**src/rtl/stack_sequencer.sv**
```systemverilog
// Stack push/pop sequencer: turns pre-decoded STACK_* masks into 16-bit bus cycles at SS:SP.
module stack_sequencer #(
    parameter int unsigned ADDR_W    = 20,
    parameter int unsigned SEG_SHIFT = 4
) (
    input  logic              clk,
    input  logic              reset,
    input  logic              start,
    input  logic [15:0]       push_mask,
    input  logic [15:0]       pop_mask,
    input  logic [15:0]       sp_in,
    input  logic [15:0]       ss_in,
    output logic              busy,
    output logic              done,
    output logic [3:0]        reg_sel,
    input  logic [15:0]       reg_rdata,
    output logic              reg_we,
    output logic [3:0]        reg_wr_sel,
    output logic [15:0]       reg_wr_data,
    output logic              mem_req,
    output logic              mem_wr,
    output logic [ADDR_W-1:0] mem_addr,
    output logic [15:0]       mem_wdata,
    input  logic              mem_ack,
    input  logic [15:0]       mem_rdata,
    output logic              sp_we,
    output logic [15:0]       sp_out
);

    localparam int unsigned SUM_W = 16 + SEG_SHIFT + 1;

    localparam logic [2:0] S_IDLE     = 3'd0;
    localparam logic [2:0] S_POP      = 3'd1;
    localparam logic [2:0] S_PUSH_DEC = 3'd2;
    localparam logic [2:0] S_PUSH     = 3'd3;
    localparam logic [2:0] S_FIN      = 3'd4;

    localparam logic [3:0] SP_IDX = 4'd4;

    logic [2:0]        state_q, state_d;
    logic [15:0]       push_q, push_d;
    logic [15:0]       pop_q, pop_d;
    logic [15:0]       sp_q, sp_d;
    logic [15:0]       orig_sp_q, orig_sp_d;
    logic [15:0]       ss_q, ss_d;
    logic [3:0]        cur_idx_q, cur_idx_d;
    logic              busy_q, busy_d;
    logic              done_q, done_d;
    logic [3:0]        reg_sel_q, reg_sel_d;
    logic              reg_we_q, reg_we_d;
    logic [3:0]        reg_wr_sel_q, reg_wr_sel_d;
    logic [15:0]       reg_wr_data_q, reg_wr_data_d;
    logic              mem_req_q, mem_req_d;
    logic              mem_wr_q, mem_wr_d;
    logic [ADDR_W-1:0] mem_addr_q, mem_addr_d;
    logic [15:0]       mem_wdata_q, mem_wdata_d;
    logic              sp_we_q, sp_we_d;
    logic [15:0]       sp_out_q, sp_out_d;

    // Lowest set bit: pop order.
    function automatic logic [3:0] lowest_bit(input logic [15:0] m);
        logic [3:0] idx;
        idx = 4'd0;
        for (int i = 15; i >= 0; i--) begin
            if (m[i]) idx = 4'(i);
        end
        return idx;
    endfunction

    // Highest set bit: push order.
    function automatic logic [3:0] highest_bit(input logic [15:0] m);
        logic [3:0] idx;
        idx = 4'd0;
        for (int i = 0; i < 16; i++) begin
            if (m[i]) idx = 4'(i);
        end
        return idx;
    endfunction

    // Physical address ({SS,0000} + SP) truncated to ADDR_W.
    function automatic logic [ADDR_W-1:0] stack_addr(input logic [15:0] ss, input logic [15:0] sp);
        logic [SUM_W-1:0] sum;
        sum = (SUM_W'(ss) << SEG_SHIFT) + SUM_W'(sp);
        return ADDR_W'(sum);
    endfunction

    // Next-state and registered-output logic.
    always_comb begin
        state_d       = state_q;
        push_d        = push_q;
        pop_d         = pop_q;
        sp_d          = sp_q;
        orig_sp_d     = orig_sp_q;
        ss_d          = ss_q;
        cur_idx_d     = cur_idx_q;
        busy_d        = busy_q;
        done_d        = 1'b0;
        reg_sel_d     = reg_sel_q;
        reg_we_d      = 1'b0;
        reg_wr_sel_d  = reg_wr_sel_q;
        reg_wr_data_d = reg_wr_data_q;
        mem_req_d     = mem_req_q;
        mem_wr_d      = mem_wr_q;
        mem_addr_d    = mem_addr_q;
        mem_wdata_d   = mem_wdata_q;
        sp_we_d       = 1'b0;
        sp_out_d      = sp_out_q;

        case (state_q)
            S_IDLE: begin
                if (start) begin
                    push_d    = push_mask;
                    pop_d     = pop_mask;
                    sp_d      = sp_in;
                    orig_sp_d = sp_in;
                    ss_d      = ss_in;
                    busy_d    = 1'b1;
                    if (pop_mask != 16'd0) begin
                        state_d    = S_POP;
                        cur_idx_d  = lowest_bit(pop_mask);
                        mem_req_d  = 1'b1;
                        mem_wr_d   = 1'b0;
                        mem_addr_d = stack_addr(ss_in, sp_in);
                    end else if (push_mask != 16'd0) begin
                        state_d   = S_PUSH_DEC;
                        reg_sel_d = highest_bit(push_mask);
                    end else begin
                        state_d  = S_FIN;
                        done_d   = 1'b1;
                        sp_we_d  = 1'b1;
                        sp_out_d = sp_in;
                    end
                end
            end
            S_POP: begin
                if (mem_ack) begin
                    reg_we_d      = (cur_idx_q != SP_IDX);
                    reg_wr_sel_d  = cur_idx_q;
                    reg_wr_data_d = mem_rdata;
                    sp_d          = sp_q + 16'd2;
                    pop_d         = pop_q & ~(16'd1 << cur_idx_q);
                    mem_req_d     = 1'b0;
                    if (pop_d != 16'd0) begin
                        cur_idx_d  = lowest_bit(pop_d);
                        mem_req_d  = 1'b1;
                        mem_wr_d   = 1'b0;
                        mem_addr_d = stack_addr(ss_q, sp_d);
                    end else if (push_q != 16'd0) begin
                        state_d   = S_PUSH_DEC;
                        reg_sel_d = highest_bit(push_q);
                    end else begin
                        state_d  = S_FIN;
                        done_d   = 1'b1;
                        sp_we_d  = 1'b1;
                        sp_out_d = sp_d;
                    end
                end
            end
            S_PUSH_DEC: begin
                sp_d        = sp_q - 16'd2;
                cur_idx_d   = reg_sel_q;
                mem_req_d   = 1'b1;
                mem_wr_d    = 1'b1;
                mem_addr_d  = stack_addr(ss_q, sp_d);
                mem_wdata_d = (reg_sel_q == SP_IDX) ? orig_sp_q : reg_rdata;
                state_d     = S_PUSH;
            end
            S_PUSH: begin
                if (mem_ack) begin
                    push_d    = push_q & ~(16'd1 << cur_idx_q);
                    mem_req_d = 1'b0;
                    if (push_d != 16'd0) begin
                        state_d   = S_PUSH_DEC;
                        reg_sel_d = highest_bit(push_d);
                    end else begin
                        state_d  = S_FIN;
                        done_d   = 1'b1;
                        sp_we_d  = 1'b1;
                        sp_out_d = sp_q;
                    end
                end
            end
            S_FIN: begin
                busy_d  = 1'b0;
                state_d = S_IDLE;
            end
            default: state_d = S_IDLE;
        endcase
    end

    // State and output registers with synchronous reset.
    always_ff @(posedge clk) begin
        if (reset) begin
            state_q       <= S_IDLE;
            push_q        <= '0;
            pop_q         <= '0;
            sp_q          <= '0;
            orig_sp_q     <= '0;
            ss_q          <= '0;
            cur_idx_q     <= '0;
            busy_q        <= 1'b0;
            done_q        <= 1'b0;
            reg_sel_q     <= '0;
            reg_we_q      <= 1'b0;
            reg_wr_sel_q  <= '0;
            reg_wr_data_q <= '0;
            mem_req_q     <= 1'b0;
            mem_wr_q      <= 1'b0;
            mem_addr_q    <= '0;
            mem_wdata_q   <= '0;
            sp_we_q       <= 1'b0;
            sp_out_q      <= '0;
        end else begin
            state_q       <= state_d;
            push_q        <= push_d;
            pop_q         <= pop_d;
            sp_q          <= sp_d;
            orig_sp_q     <= orig_sp_d;
            ss_q          <= ss_d;
            cur_idx_q     <= cur_idx_d;
            busy_q        <= busy_d;
            done_q        <= done_d;
            reg_sel_q     <= reg_sel_d;
            reg_we_q      <= reg_we_d;
            reg_wr_sel_q  <= reg_wr_sel_d;
            reg_wr_data_q <= reg_wr_data_d;
            mem_req_q     <= mem_req_d;
            mem_wr_q      <= mem_wr_d;
            mem_addr_q    <= mem_addr_d;
            mem_wdata_q   <= mem_wdata_d;
            sp_we_q       <= sp_we_d;
            sp_out_q      <= sp_out_d;
        end
    end

    assign busy        = busy_q;
    assign done        = done_q;
    assign reg_sel     = reg_sel_q;
    assign reg_we      = reg_we_q;
    assign reg_wr_sel  = reg_wr_sel_q;
    assign reg_wr_data = reg_wr_data_q;
    assign mem_req     = mem_req_q;
    assign mem_wr      = mem_wr_q;
    assign mem_addr    = mem_addr_q;
    assign mem_wdata   = mem_wdata_q;
    assign sp_we       = sp_we_q;
    assign sp_out      = sp_out_q;

endmodule

```
**config.mk**
```make
export PLATFORM = sky130hd
export DESIGN_NAME = stack_sequencer
export DESIGN_NICKNAME = d
export VERILOG_FILES = /design/src/rtl/stack_sequencer.sv
export SDC_FILE = /design/constraint.sdc
export NUM_CORES = 1
export LEC_CHECK = 0
export BUFFER_PORTS_ARGS = -buffer_cell sky130_fd_sc_hd__buf_2
export CAP_MARGIN = 20
export CELL_PAD_IN_SITES_DETAIL_PLACEMENT = 0
export CELL_PAD_IN_SITES_GLOBAL_PLACEMENT = 2
export CORE_ASPECT_RATIO = 0.9
export CORE_MARGIN = 2
export CORE_UTILIZATION = 35
export CTS_CLUSTER_DIAMETER = 40
export DETAILED_ROUTE_END_ITERATION = 8
export GPL_TIMING_DRIVEN = 0
export MAX_ROUTING_LAYER = met4
export PLACE_DENSITY = 0.89
export SLEW_MARGIN = 20
export SYNTH_ARGS = -nofsm -noshare
export SYNTH_HDL_FRONTEND = slang
export SYNTH_SLANG_ARGS = --single-unit
```
**constraint.sdc**
```tcl
create_clock -name clk -period 6.3 [get_ports clk]
set_input_delay 1.575 -clock clk [delete_from_list [all_inputs] [get_ports clk]]
set_output_delay 1.575 -clock clk [all_outputs]
set_load 0.01 [all_outputs]
```
; ---- Word level (Yosys, flattened, before mapping)
; Index checks and enable logic that the tools add are counted.
[word_totals]
ff_bits = 168
in_bits = 100
word_cells = 218
out_inout_bits = 82
[op_classes]
mux = 146
shifts = 1
reduce_logical = 24
addsub = 5
bitwise_logic = 5
n_eq_ne = 19
[ops]
columns = op, n
row1 = $mux W4, 86
row2 = $mux W16, 15
row3 = $pmux W16 S3, 2
row4 = $mux W20, 4
row5 = $reduce_bool A16 Y1, 5
row6 = $pmux W16 S2, 2
row7 = $add A20 B16 Y20, 3
row8 = $pmux W20 S3, 1
row9 = $and A16 B16 Y16, 2
row10 = $ne A2 B2 Y1 const B, 13
row11 = $mux W3, 8
row12 = $pmux W4 S3, 2
row13 = $mux W1, 21
row14 = $reduce_and A9 Y1, 2
row15 = $add A16 B2 Y16 const B, 1
row16 = $not A16 Y16, 1
row17 = $shl A1 B4 Y16 const A, 1
row18 = $sub A16 B2 Y16 const B, 1
row19 = $pmux W3 S4, 1
row20 = $reduce_and A5 Y1, 2
row21 = $reduce_and A3 Y1, 3
row22 = $eq A3 B2 Y1 const B, 2
row23 = $pmux W1 S3, 2
row24 = $reduce_and A2 Y1, 3
row25 = 13 further kinds, 17

; ---- Longest topological paths before layout
; Gate-level depths: netlist (run 1).
[depth]
depth_word = 22
mapped_depth = 19
depth_no_buf = 16

; ---- Worst setup path after synthesis (run 1)
; No wires, ideal clock.
[synth_timing]
path_type = flip-flop to flip-flop
start = register state_q[2]
end = register mem_addr_q[14] (netlist: mem_addr[14])
n_path_buf = 4
path_stages_with_launch = 20
arrival_ns = 3.450
synth_period_minus_slack_ns = 3.541
path_slack_ns = 2.759
setup_ns = 0.091
required_time_ns = 6.209
cell_sequence = dfxtp_1 clkbuf_1 clkbuf_1 nor2_1 and2_1 clkbuf_1 clkbuf_1 nor2_1 a21oi_1 xnor2_1 ha_1 inv_1 fa_1 nor2b_1 o31a_1 o21a_1 a41oi_1 xnor2_1 nand2_1 a311oi_1
[synth_between]
elab_chain_cells = 3
word_cells_on_any_way = 10
cone_classes = eq/ne: 6 / mux: 1 / reduce/logical: 3
[synth_rtl]
columns = item, line_no
row1 = start: declaration, 40  ; logic [2:0] state_q, state_d;
row2 = start signal: assignment, 214  ; state_q <= state_d;
row3 = "$eq A3 B1 Y1, or another cell as far along", 109  ; case (state_q)
row4 = $ne A2 B2 Y1 (no source line) or $reduce_bool A3 Y1 (tied branches), -
row5 = $reduce_and A5 Y1 (no source line), -
row6 = end signal: assignment, 229  ; mem_addr_q <= mem_addr_d;
row7 = end: declaration, 55  ; logic [ADDR_W-1:0] mem_addr_q, mem_addr_d;
; Parallel ways exist; a longest one is shown, timed or not.
; A chain may end at the register's enable or synchronous reset.

; ---- Worst setup path in the final report (run 1)
[layout_timing]
start = register state_q[2]
end = register mem_addr_q[18] (netlist: mem_addr[18])
; The elaborated chain is that of the path after synthesis.

==> results of run 1 <==
==> cells in the final DEF (no fill, tap or decap), types with 39 or more instances in the layout <==
cell      Yosys  layout
buf_2        19     197
nand2_1     188     188
dfxtp_1     168     168
nor2_1      164     164
a21oi_1     127     127
o21ai_0      89      89
clkbuf_1     81      81
a22oi_1      41      41
nor3_1       40      40
mux2i_1      39      39
==> Yosys cell counts, types with 26 or more instances <==
library cell / count / area, um^2
nor3_1: 40 / 200
mux2i_1: 39 / 390
a211oi_1: 35 / 263
o21ai_0: 89 / 445
ha_1: 26 / 325
dfxtp_1: 168 / 3360
nor2_1: 164 / 616
a22oi_1: 41 / 308
nand2_1: 188 / 706
inv_1: 32 / 120
xnor2_1: 34 / 298
clkbuf_1: 81 / 304
a21oi_1: 127 / 636
==> final timing paths <==
check                           slack [ns]                           to  cells after the start
worst min register to register        0.45  reg_wr_data[4]$_SDFFE_PP0P_                      2
worst min-delay path                  0.45  reg_wr_data[4]$_SDFFE_PP0P_                      2
worst max register to register        1.34    mem_addr[18]$_SDFFE_PP0P_                     18
worst max-delay path                  1.34    mem_addr[18]$_SDFFE_PP0P_                     18
==> cell type report <==
class	instances	area share, %
Multi-Input combinational cell	1098	52.9
Buffer	114	3.97
Clock buffer	18	3.45
Inverter	33	0.973
Sequential cell	168	26.4
Clock inverter	14	1.37
Timing Repair Buffer	178	7.00
Tap cell	403	3.96
==> power by group <==
part           total [mW]  switching [mW]  internal (mW)
sequential           1.26          0.0885           1.17
combinational        1.25           0.813          0.441
clock                1.13           0.547          0.584
==> metal layers <==
metal / GRT usage (%) / wire, um
met2: 41.1 / 18400
met1: 42.3 / 22000
met5: - / 0
met3: 3.98 / 3490
met4: 5.91 / 633
==> logic make-up (layout without fill, tap and decap cells) <==
| group | Yosys count | after routing | synth area share [%] |
|---|---|---|---|
| AOI/OAI and AO/OA | 447 | 447 | 27.5 |
| xor gates and xnor gates | 48 | 48 | 3.92 |
| adders and majority gates | 28 | 28 | 3.41 |
| buffers and inverters | 147 | 357 | 5.87 |
| DFF | 168 | 168 | 31.4 |
| muxes | 48 | 48 | 4.59 |
| and+or+nand+nor | 527 | 527 | 23.3 |
==> critical path, cell delays in order (launching register included) <==
cell,delay [ns]
dfxtp_1,0.30
clkbuf_1,0.18
clkbuf_1,0.29
nor2_1,0.20
and2_1,0.18
clkbuf_1,0.49
clkbuf_1,0.69
a21oi_1,0.19
xnor2_1,0.31
ha_1,0.24
inv_1,0.06
fa_1,0.41
nor2b_1,0.17
o31a_1,0.23
o211ai_1,0.23
a21oi_1,0.24
xor2_1,0.19
o2111ai_1,0.13
a21oi_1,0.16
==> per-stage QoR <==
stage,cells,setup slack [ns],utilization (%)
after floorplan,1413,2.76,-
after global placement,1994,1.29,40.3
after detailed placement,1994,1.54,40.4
after CTS,2026,1.50,42.4
after global routing,2026,0.989,42.4
final,2026,1.34,42.4
==> registers in the layout, summed over array words and instances (netlist names), 16 cells and up <==
name,count
sp_q,16
reg_wr_data,16
orig_sp_q,16
push_q,16
mem_addr,20
mem_wdata,16
ss_q,16
pop_q,16
sp_out,16
==> results.json, run 1 <==
{
  "status": "complete, no violations",
  "end_kind": "flip-flop",
  "max_freq_mhz": 201,
  "seq_area_frac_synth_pct": 31.4,
  "path_class": "reg -> reg",
  "coreArea_mm2": 0.0300,
  "post-route-cell-area_mm2": 0.0127,
  "start_kind": "flip-flop",
  "viasPerCell": 5.77,
  "r2r_start": "state_q[2]$_SDFFE_PP0P_",
  "grt_pass1_wl_um": 68200,
  "fp.dieArea_mm2": 0.0320,
  "rows": 60,
  "place.gp.congestion": 0.956,
  "cts_tree": "built",
  "synth_fp_nets": 1541,
  "firstDrtPassIters": 5,
  "yosysWarnings": 0,
  "fin_crit_sh_pct": 78.8,
  "synthFlopType": "dfxtp_1",
  "crit_path_max_fanout": 10,
  "timing.setup.tns_ns": 0,
  "dp_hpwl_um": 33900,
  "async_flop_share_pct": 0,
  "fin_hold_ws_ns": 0.452,
  "fillers": 3202,
  "cts_hold_buf": 0,
  "cts_max_path_buffers": 2,
  "multi_input_area_mm2": 0.00673,
  "fin_skew_ns": 0.0128,
  "path_clk_slew_ns": 0.08,
  "report.final.hold_viol_count": 0,
  "io_buffers": 178,
  "wl_um": 44600,
  "power_mw": 3.64,
  "fin_crit_ns": 4.96,
  "postCtsSetupBuffers": 0,
  "antenna_found_initial": 1,
  "num_io_pins": 182,
  "synth_cell_types": 95,
  "grt_max_degree": 19,
  "syn_inst": 1413,
  "clk_latency_ns": 0.45,
  "grt_pass1_vias": 10971,
  "drive_gt1_share_pct": 16.8,
  "dpl_cell_area_mm2": 0.0121,
  "post_drt_wl_per_cell_um": 22.0,
  "htreeDepth": 4,
  "crit_start": "state_q[2]$_SDFFE_PP0P_",
  "ir_drop_mv": 0.195,
  "p_per_area_mw_per_mm2": 286,
  "power.leakage_nw": 4.96,
  "syn_area_mm2": 0.0107,
  "dieWidth_um": 188,
  "grt.overflow.total": 0,
  "grt_use_total_pct": 28.6,
  "route.detailed.drc": 0,
  "die_h_um": 170,
  "clk_root_buffer_cell": "clkbuf_16",
  "antenna_cells": 0,
  "numCtsBuffers": 17,
  "rsz0062_at_grt": "false",
  "seq_area_mm2": 0.00336,
  "area_delta_synth_final_pct": 18.8,
  "clock_sinks": 168,
  "min_from": "reg_wr_data[4]$_SDFFE_PP0P_",
  "tightest_slew_ns": 0.914,
  "setup_viol": 0,
  "drt-initial-drc-count": 1210,
  "cap_violations": 0,
  "hold_class": "reg -> reg",
  "slew_violations": 0,
  "synth_edf_count": 0,
  "slew_headroom_pct": 38.6,
  "ant_nets": 0,
  "nets": 1738,
  "crit_required_ns": 6.68,
  "start_util_pct": 35.7,
  "syn_avg_cell_area_um2": 7.58,
  "post_cts_resized": 0,
  "ys_seq_elements": 168,
  "vias": 11699,
  "arrival_ns": 5.34
}
Note: power is estimated with default switching activity, not from simulation.
==> run 2, diff against run 1 <==
- ABC_AREA: not set -> 1
- CORE_UTILIZATION: 35 -> 31
- PLACE_DENSITY: 0.89 -> 0.84
- clock period: 6.3 -> 4.6 ns (I/O delays scaled with it)
==> run 2 against run 1 <==
Against the previous run: synthesized area fell by 5.2%; global-route usage decreased by 3.6 points; via count down 6.4%; die area is 6.8% higher; largest power group is now combinational cells; clock power increased by 35%; sequential share of layout area is 1.2 points higher; flip-flop and latch count is the same; fmax grew 21%; synthesized cell count rose by 5.7%; non-clock buffer count shrank 39; routed wire length fell by 6.4%.
==> results.json, run 2 <==
{
  "status": "complete, no violations",
  "path_common_cell": "nand2_1",
  "synth_cell_types": 62,
  "cts_hold_buf": 0,
  "p_per_area_mw_per_mm2": 640,
  "crit_buf_inv": 1,
  "route.detailed.drc": 0,
  "hold_class": "reg -> reg",
  "layout_commonest_cell": "nand2_1",
  "max_freq_mhz": 244,
  "clk_root_buffer_cell": "clkbuf_16",
  "tightest_slew_ns": 1.13,
  "syn_area_mm2": 0.0102,
  "clk_latency_ns": 0.45,
  "dp.cells": 2090,
  "grt_pass1_vias": 10329,
  "fp.dieArea_mm2": 0.0342,
  "numCtsBuffers": 17,
  "report.final.hold_viol_count": 0,
  "clock_sinks": 168,
  "grt_use_total_pct": 25.1,
  "hold_path_end": "orig_sp_q[4]$_SDFFE_PP0P_",
  "viasPerCell": 5.17,
  "synth_fp_nets": 1622,
  "nets": 1819,
  "num_io_pins": 182,
  "postCtsSetupBuffers": 0,
  "path_cells": "ha_1, nand2_1, clkinv_1, nand3_1, nor2_2, nand4_1, nor2_1, nand2_1, nor2_1, xor2_1, o21ai_0, ha_1, nand2_1, nor2_1, nand3_1, o2111ai_1, nand3_1, nand2_1, nand2_1, o21ai_0, nand2_1, nand3_1, a21oi_1",
  "grt_pass1_wl_um": 62700,
  "dp_hpwl_um": 32600,
  "crit_required_ns": 4.90,
  "r2r_start": "sp_q[1]$_SDFFE_PP0P_",
  "cp_top_family": "simple AND/OR/NAND/NOR gates",
  "path_depth": 23,
  "die_h_um": 176,
  "firstDrtPassIters": 7,
  "end_kind": "flip-flop",
  "whs_path_depth": 2,
  "start_kind": "flip-flop",
  "yosysMostFrequentCell": "nand2_1",
  "dieWidth_um": 195,
  "final_cell_mix": "nand2_1 (255), buf_2 (191), o21ai_0 (186)",
  "slew_violations": 0,
  "ant_nets": 0,
  "ys_seq_elements": 168,
  "async_flop_share_pct": 0,
  "yosys.area.top_type": "dfxtp_1",
  "fin_crit_sh_pct": 89.2,
  "cp_slowest_cell": "dfxtp_1",
  "timing.setup.tns_ns": 0,
  "finish.utilization_pct": 37.9,
  "synth_edf_count": 0,
  "max_stage_delay_ns": 0.47,
  "antenna_found_initial": 0,
  "syn_avg_cell_area_um2": 6.80,
  "post_drt_wl_per_cell_um": 19.7,
  "synth_top_cells_by_count": "nand2_1 (255), o21ai_0 (186), nor2_1 (170)",
  "path_class": "reg -> reg",
  "r2r_end": "mem_addr[18]$_SDFFE_PP0P_",
  "arrival_ns": 4.40,
  "yosysTopAreaCellShare_pct": 33.1,
  "cts_max_path_buffers": 2,
  "drt-initial-drc-count": 792,
  "rsz0062_at_grt": "false",
  "path_clk_slew_ns": 0.08,
  "vias": 10952,
  "rows": 62,
  "place.gp.congestion": 0.930,
  "synth.area.top_cells": "dfxtp_1 (33%), nand2_1 (9.4%), o21ai_0 (9.2%), a21oi_1 (7.0%), nor2_1 (6.3%)",
  "largest_reg_flops": 20,
  "area_delta_synth_final_pct": 19.8,
  "coreArea_mm2": 0.0321,
  "grt_max_degree": 17,
  "htreeDepth": 4,
  "slew_headroom_pct": 23.9,
  "ir_drop_mv": 0.348,
  "wl_um": 41800,
  "place_ws_ns": 0.0114,
  "fin_ws_ns": 0.497,
  "setup_viol": 0,
  "yosysWarnings": 0,
  "grt.overflow.total": 0,
  "fin_crit_ns": 4.10,
  "fin_skew_ns": 0.0145,
  "power_mw": 7.79,
  "syn_inst": 1494,
  "cts_tree": "built",
  "reg2reg_depth": 23,
  "crit_path_max_fanout": 6,
  "io_buffers": 180,
  "start_util_pct": 31.6,
  "drive_gt1_share_pct": 18.1,
  "min_from": "orig_sp_q[4]$_SDFFE_PP0P_",
  "seq_area_frac_synth_pct": 33.1,
  "synthFlopType": "dfxtp_1",
  "ff2ff_setup_slack_ns": 0.50,
  "power.leakage_nw": 5.72,
  "cap_violations": 0,
  "antenna_cells": 0,
  "layout.cells.non_filler": 2120
}
==> run 2: cell types whose count changed in the layout (fill, tap and decap cells not counted), moves of 14 or more <==
cell	previous run	this run
a22oi_1	41	1
clkbuf_1	81	51
nor3_1	40	14
nand3_1	21	80
inv_1	32	151
a21oi_1	127	141
nor2b_1	17	0
xnor2_1	34	5
a31oi_1	7	22
a211oi_1	35	10
nand2_1	188	255
mux2i_1	39	0
o21ai_0	89	186
==> run 2: per-stage QoR <==
stage          instance area (um^2)  hold WS [ns]
6_report                      12200         0.456
5_1_grt                       12200         0.493
4_1_cts                       12200         0.458
3_5_place_dp                  11600         0.443
3_3_place_gp                  11600         0.440
2_1_floorplan                 10200         0.425
==> run 2: cell families (layout without fill, tap and decap cells) <==
logic type / count (synthesis) / count (layout) / synth area share (%)
simple gates: 582 / 582 / 25.5
fa+ha+maj: 28 / 28 / 3.60
xor+xnor: 16 / 16 / 1.38
compound gates: 460 / 460 / 26.4
flops: 168 / 168 / 33.1
buf+inv: 240 / 450 / 9.94
==> run 2: where the power goes <==
| group | switching (mW) | internal [mW] |
|---|---|---|
| logic | 2.73 | 1.24 |
| clock network | 0.688 | 0.836 |
| registers | 0.382 | 1.91 |
| total | 3.80 | 3.99 |
==> run 2: worst max path at each step <==
stage                             from                        end  slack, ns
3_5_place_dp   state_q[1]$_SDFFE_PP0P_  mem_addr[18]$_SDFFE_PP0P_       0.01
2_1_floorplan     sp_q[1]$_SDFFE_PP0P_  mem_addr[18]$_SDFFE_PP0P_       1.50
5_1_grt        state_q[1]$_SDFFE_PP0P_  mem_addr[18]$_SDFFE_PP0P_       0.12
3_3_place_gp   state_q[1]$_SDFFE_PP0P_  mem_addr[18]$_SDFFE_PP0P_       0.03
6_report          sp_q[1]$_SDFFE_PP0P_  mem_addr[18]$_SDFFE_PP0P_       0.50
4_1_cts        state_q[1]$_SDFFE_PP0P_  mem_addr[18]$_SDFFE_PP0P_       0.25
==> run 2: repair_timing <==
action                     4_1_cts  5_1_grt
cloned                           0        0
setup endpoints to repair        1        4
gates resized for setup          0        1
==> run 2: cell type report <==
cell class	instances	area, um^2
clock buffers	19	453
well taps	416	520
clock inverters	13	144
inverters	165	637
repair buffers	180	901
flip-flops and latches	168	3360
plain buffers	73	369
fillers	3516	19900
multi-input cells	1086	5780
==> run 2: worst reg2reg max path, stage by stage, from the launching register on <==
cell and delay (ns):
dfxtp_1 0.47, ha_1 0.21, nand2_1 0.07, clkinv_1 0.08, nand3_1 0.10, nor2_2 0.23
nand4_1 0.22, nor2_1 0.17, nand2_1 0.10, nor2_1 0.12, xor2_1 0.29, o21ai_0 0.23
ha_1 0.44, nand2_1 0.10, nor2_1 0.15, nand3_1 0.10, o2111ai_1 0.18, nand3_1 0.11
nand2_1 0.15, nand2_1 0.07, o21ai_0 0.14, nand2_1 0.07, nand3_1 0.09, a21oi_1 0.06
==> run 2: per-layer routing <==
layer,GRT usage [%],vias to the layer above,share of wire (%)
li1,-,5457,-
met1,35.0,5017,49
met2,35.7,436,41
met3,6.85,42,8.6
met4,5.66,0,1.7
met5,-,-,0
